### config.mk
export PLATFORM = sky130hd
export DESIGN_NAME = stage3_hash_arbiter
export DESIGN_NICKNAME = d
export VERILOG_FILES = /design/src/rtl/stage3_hash_arbiter.sv
export SDC_FILE = /design/constraint.sdc
export NUM_CORES = 1
export LEC_CHECK = 0
export ABC_AREA = 1
export ABC_CLOCK_PERIOD_IN_PS = 32600
export BUFFER_PORTS_ARGS = -buffer_cell sky130_fd_sc_hd__buf_2
export CAP_MARGIN = 5
export CORE_AREA = 2 2 257 259
export CTS_CLUSTER_DIAMETER = 200
export DETAILED_ROUTE_END_ITERATION = 10
export DIE_AREA = 0 0 259 261
export PLACE_DENSITY_LB_ADDON = 0.08
export SKIP_LAST_GASP = 1
export SYNTH_ARGS = -nofsm -noshare
export SYNTH_HDL_FRONTEND = slang
export SYNTH_SLANG_ARGS = --single-unit
### constraint.sdc
create_clock -name clk -period 32.6 [get_ports clk]
set_input_delay 1.63 -clock clk [delete_from_list [all_inputs] [get_ports clk]]
set_output_delay 1.63 -clock clk [all_outputs]
set_load 0.02 [all_outputs]
### src/rtl/stage3_hash_arbiter.sv
// Purpose : round-robin scheduler feeding insert/search pulses into the stage-3
//           count-min hash stage, with read-after-write hazard blocking.
// Latency : grant (ready_o high) in cycle g, insert_o/search_o pulse in cycle g+1.
// Backpr. : ready_o is combinational; requests stay pending while a same-key
//           insert is still inside the hazard window.
//
// Ports:
//   clk, rst              clock, asynchronous active-high reset
//   ins_*_i / ins_ready_o  insert request channel (valid/ready)
//   srch_*_i / srch_ready_o search request channel (valid/ready)
//   srch_freq_o/_valid_o  registered search result and its one-cycle pulse
//   insert_*_o, search_*_o issue pulses and registered payload to the hash stage
//   insert_end_i, search_end_i, search_freq_i  completion pulses from the hash stage
//   inflight_o            issued-but-not-ended count (0..7, saturating)
//   busy_o                work outstanding or requested
//
// Build option: define STAGE3_ARB_STRICT_EN to make any recent insert block
// every request regardless of key (guards against CRC collisions between
// distinct keys).
module stage3_hash_arbiter #(
  parameter int DW       = 64,
  parameter int HZ_DEPTH = 2
) (
  input  logic          clk,
  input  logic          rst,
  input  logic          ins_valid_i,
  output logic          ins_ready_o,
  input  logic [DW-1:0] ins_data_i,
  input  logic [DW-1:0] ins_latency_i,
  input  logic          srch_valid_i,
  output logic          srch_ready_o,
  input  logic [DW-1:0] srch_data_i,
  input  logic [DW-1:0] srch_latency_i,
  output logic [DW-1:0] srch_freq_o,
  output logic          srch_freq_valid_o,
  output logic          insert_o,
  output logic [DW-1:0] insert_data_o,
  output logic [DW-1:0] insert_latency_o,
  input  logic          insert_end_i,
  output logic          search_o,
  output logic [DW-1:0] search_data_o,
  output logic [DW-1:0] search_latency_o,
  input  logic [DW-1:0] search_freq_i,
  input  logic          search_end_i,
  output logic [2:0]    inflight_o,
  output logic          busy_o
);

  localparam int HW = DW / 2;

  typedef struct packed {
    logic          vld;
    logic          is_ins;
    logic [DW-1:0] key;
  } hz_t;

  // hz_q[0] mirrors the op on the output registers; hz_q[k] was issued k cycles ago.
  hz_t [HZ_DEPTH-1:0] hz_q, hz_d;

  logic          prio_ins_q;
  logic          insert_q, search_q;
  logic [DW-1:0] insert_data_q, insert_lat_q;
  logic [DW-1:0] search_data_q, search_lat_q;
  logic [DW-1:0] srch_freq_q;
  logic          srch_freq_vld_q;
  logic [2:0]    inflight_q, inflight_d;

  logic [DW-1:0] ins_key, srch_key;
  logic          ins_blk, srch_blk;
  logic          ins_elig, srch_elig;
  logic          gnt_ins, gnt_srch, gnt_any;

  // Same key layout the hash stage feeds into its CRCs.
  assign ins_key  = {ins_data_i[HW-1:0],  ins_latency_i[HW-1:0]};
  assign srch_key = {srch_data_i[HW-1:0], srch_latency_i[HW-1:0]};

  always_comb begin
    ins_blk  = 1'b0;
    srch_blk = 1'b0;
    for (int k = 0; k < HZ_DEPTH; k++) begin
      if (hz_q[k].vld && hz_q[k].is_ins) begin
`ifdef STAGE3_ARB_STRICT_EN
        ins_blk  = 1'b1;
        srch_blk = 1'b1;
`else
        if (hz_q[k].key == ins_key)  ins_blk  = 1'b1;
        if (hz_q[k].key == srch_key) srch_blk = 1'b1;
`endif
      end
    end
  end

  // No grants while reset is held so ready_o reads 0 like every other output.
  assign ins_elig  = ins_valid_i  & ~ins_blk  & ~rst;
  assign srch_elig = srch_valid_i & ~srch_blk & ~rst;
  assign gnt_ins   = ins_elig & (~srch_elig | prio_ins_q);
  assign gnt_srch  = srch_elig & ~gnt_ins;
  assign gnt_any   = gnt_ins | gnt_srch;

  always_comb begin
    hz_d[0].vld    = gnt_any;
    hz_d[0].is_ins = gnt_ins;
    hz_d[0].key    = gnt_ins ? ins_key : (gnt_srch ? srch_key : '0);
    for (int k = 1; k < HZ_DEPTH; k++) begin
      hz_d[k] = hz_q[k-1];
    end
  end

  // End pulses can only retire ops already counted, so an end seen at zero
  // (e.g. left over from before a reset) is dropped; the new issue is added
  // afterwards and the total saturates at 7.
  logic [1:0] ends;
  logic [2:0] dec;
  logic [3:0] sum;

  always_comb begin
    ends       = {1'b0, insert_end_i} + {1'b0, search_end_i};
    dec        = ({1'b0, ends} > inflight_q) ? inflight_q : {1'b0, ends};
    sum        = {1'b0, inflight_q - dec} + {3'b000, gnt_any};
    inflight_d = sum[3] ? 3'd7 : sum[2:0];
  end

  always_ff @(posedge clk or posedge rst) begin
    if (rst) begin
      hz_q            <= '0;
      prio_ins_q      <= 1'b1;
      insert_q        <= 1'b0;
      insert_data_q   <= '0;
      insert_lat_q    <= '0;
      search_q        <= 1'b0;
      search_data_q   <= '0;
      search_lat_q    <= '0;
      srch_freq_q     <= '0;
      srch_freq_vld_q <= 1'b0;
      inflight_q      <= '0;
    end else begin
      hz_q          <= hz_d;
      if (gnt_any) prio_ins_q <= gnt_srch;
      insert_q      <= gnt_ins;
      insert_data_q <= gnt_ins ? ins_data_i    : '0;
      insert_lat_q  <= gnt_ins ? ins_latency_i : '0;
      search_q      <= gnt_srch;
      search_data_q <= gnt_srch ? srch_data_i    : '0;
      search_lat_q  <= gnt_srch ? srch_latency_i : '0;
      if (search_end_i) srch_freq_q <= search_freq_i;
      srch_freq_vld_q <= search_end_i;
      inflight_q      <= inflight_d;
    end
  end

  assign ins_ready_o       = gnt_ins;
  assign srch_ready_o      = gnt_srch;
  assign insert_o          = insert_q;
  assign insert_data_o     = insert_data_q;
  assign insert_latency_o  = insert_lat_q;
  assign search_o          = search_q;
  assign search_data_o     = search_data_q;
  assign search_latency_o  = search_lat_q;
  assign srch_freq_o       = srch_freq_q;
  assign srch_freq_valid_o = srch_freq_vld_q;
  assign inflight_o        = inflight_q;
  assign busy_o            = ~rst & ((inflight_q != 3'd0) | ins_valid_i | srch_valid_i);

endmodule
==> flow_summary.toml <==
[sta]
slew_headroom_pct = 31.9
finClkSkew_ns = 0.0136
fmaxAchievable_mhz = 164
final-hold-violation-count = 0
whs_ns = 0.380
tns_ns = 0
finalCritPeriodShare_pct = 18.7
rsz0062_at_grt = "false"
tightest_slew_ns = 1.02
setup_ws_ns = 26.51
min_period_ns = 6.09
finalSetupViolCount = 0
drv_slew = 0

[floorplan]
pin_count = 655
die_h_um = 261
initial_utilization_pct = 29.4
die_x_um = 259
num_rows = 94
die_area_mm2 = 0.0676
core_region_area_mm2 = 0.0650

[cts]
clock-root-buffer = "clkbuf_16"
cts_setup_buffers = 0
cts_tree = "done"
cts_num_sinks = 458
clk_pin_slew_worst_paths_ns = 0.06
cts.path.max_buffers = 3
cts_resized = 0
cts_max_level = 2
cts_buffers = 54
cts_hold_buf = 0
clkLatencyLatePin_ns = 0.60

[logic_synthesis]
synthSimpleGateAreaFrac_pct = 20.1
synthesis.nets = 2468
synthAdderAreaFrac_pct = 0.497
ys_warn_count = 0
synth_top_area_share_pct = 59.7
synth_xor_area_share_pct = 3.29
synth_top_family_by_area = "simple AND/OR/NAND/NOR gates"
synth_area_per_cell_um2 = 8.97
synthArstFlopShare_pct = 100
synth_compound_gate_area_share_pct = 1.73
ys.flop_type = "dfrtp_1"
synth_area_leaders = "dfrtp_1 60%, nand2_1 9.7%, inv_1 9.3%"
synth_top_cells_by_count = "495 x nand2_1, 474 x inv_1, 457 x dfrtp_1, 250 x nor2_1, 151 x nand3_1"
synth_area_mm2 = 0.0191
syn-instance-count = 2135
synth_top_area_cell = "dfrtp_1"
yosysSeqAreaShare_pct = 59.9
synth_seq_cells = 458
synth_cell_types = 29
synth_enable_flop_cells = 0
synthMostInstantiatedCell = "nand2_1"
synthMuxAreaShare_pct = 3.76

[final_layout]
area_growth_pct = 31.6
final_util_pct = 38.7
drive_gt1_share_pct = 28.9
nets = 3138

[pwr]
p_comb_share_pct = 14.4
p_int_mw = 1.06
p_switching_uw = 408
pwr-share-seq_pct = 42.6
total_power_mw = 1.46
p_clk_share_pct = 43.0
peakVddDrop_uv = 41.7
p_leak_nw = 15.4
p_per_area_mw_per_mm2 = 58.1
power.share.switching_pct = 27.8

[setup_path]
rr_startpoint = "hz_q[104]"
critPathCaptureType = "primary output"
critical_path_peak_fanout = 65
worst_setup_path_start_kind = "primary input"
arrival_ns = 4.46
r2r_cells = 15
critPathRequiredTime_ns = 30.97
critPathKind = "in2out"
r2r_setup_slack_ns = 29.17
r2r_end = "inflight_o[2]"

[hold_path]
min-delay-start = "hz_d[79]"
hp-class = "reg2reg"
hold_end = "hz_q[79]"
hold_depth = 0

[drt]
routed_wl_mm = 68.5
firstDrtPassIters = 5
ant_nets = 0
dr_total_vias = 15971
routed_via_density = 4.30
drtIter0Drc = 1070
drc = 0
wl_per_cell_um = 18.4

[grt]
grt_overflow = 0
grtUsageTotal_pct = 19.7
grt_max_degree = 177
antenna_found_initial = 14
grt_first_pass_wirelength_mm = 100
grt_pass1_vias = 16400

[outcome]
status = "finished clean"

[placed_design]
gp_congestion = 0.830
place_ws_ns = 26.48
portBuffers = 654
hpwl_mm = 51.2

[flow_run]
maxCapViolations = 0
==> cell usage in the layout (no fill, tap or decap), drive strengths merged, types with 29 or more instances in the layout <==
cell type,count
xor2,33
mux2,64
clkbuf,81
dfrtp,457
nand2,496
inv,477
nand4,29
xnor2,39
buf,663
o21ai,56
nand3,151
nor2,251
==> routing by layer <==
| layer | part of all wire (%) | vias up | track usage [%] |
|---|---|---|---|
| li1 | - | 7687 | - |
| met1 | 43 | 7718 | 26.2 |
| met2 | 48 | 447 | 32.5 |
| met3 | 6.2 | 105 | 4.57 |
| met4 | 2.2 | 14 | 5.31 |
| met5 | 0.14 | - | 0 |
==> kinds of logic after synthesis <==
family,count (synthesis)
compound gates,65
xor+xnor,72
fa+ha+maj,7
buf+inv,525
flops,458
mux,64
simple gates,944
==> metrics by stage <==
stage                     std cells  cell area [um2]
after floorplan                2135            19100
after global placement         3613            23300
after detailed placement       3613            23300
after CTS                      3712            25200
after global routing           3718            25200
final                          3718            25200
==> registers in the layout, indices dropped and copies added, names as in the netlist, 3 cells and up <==
| signal | cells |
|---|---|
| hz_q | 66 |
| search_latency_o | 64 |
| insert_data_o | 64 |
| srch_freq_o | 64 |
| hz_d | 65 |
| insert_latency_o | 64 |
| search_data_o | 64 |
| inflight_o | 3 |
==> how the worst max path moves through the flow <==
stage	from	to	cells after the start
2_1_floorplan	rst	hz_d[100]	1
3_3_place_gp	rst	srch_ready_o	9
3_5_place_dp	rst	srch_ready_o	9
4_1_cts	rst	srch_ready_o	9
5_1_grt	srch_data_i[16]	srch_ready_o	16
6_report	srch_data_i[12]	srch_ready_o	14
==> power groups by stage <==
stage                     Combinational [mW]  Clock, mW  Sequential [mW]
final                                  0.211      0.630            0.624
after global routing                   0.237      0.675            0.629
after CTS                              0.216      0.652            0.624
after detailed placement               0.215          0            0.634
after global placement                 0.213          0            0.634
after floorplan                       0.0971          0            0.660
==> area by class of cell <==
cell class	count	area (um2)
clock buffers	81	1610
fillers	6725	39800
repair buffers	663	3370
clock inverters	18	231
inverters	476	1790
multi-input cells	1152	5640
well taps	864	1080
diodes	6	15.0
flip-flops and latches	458	11500
==> worst max-delay path: stages <==
cell and delay (ns):
buf_2 0.13, xor2_1 0.15, nor2_1 0.17, nand2_1 0.09, nor2_1 0.42, nand2_1 0.10, nor2_1 0.11, nand3_1 0.09
nand4_1 0.15, nand2_4 0.33, nand2_2 0.14, buf_4 0.55, inv_1 0.13, buf_2 0.19
No activity file was read; power rests on OpenSTA's default activity.
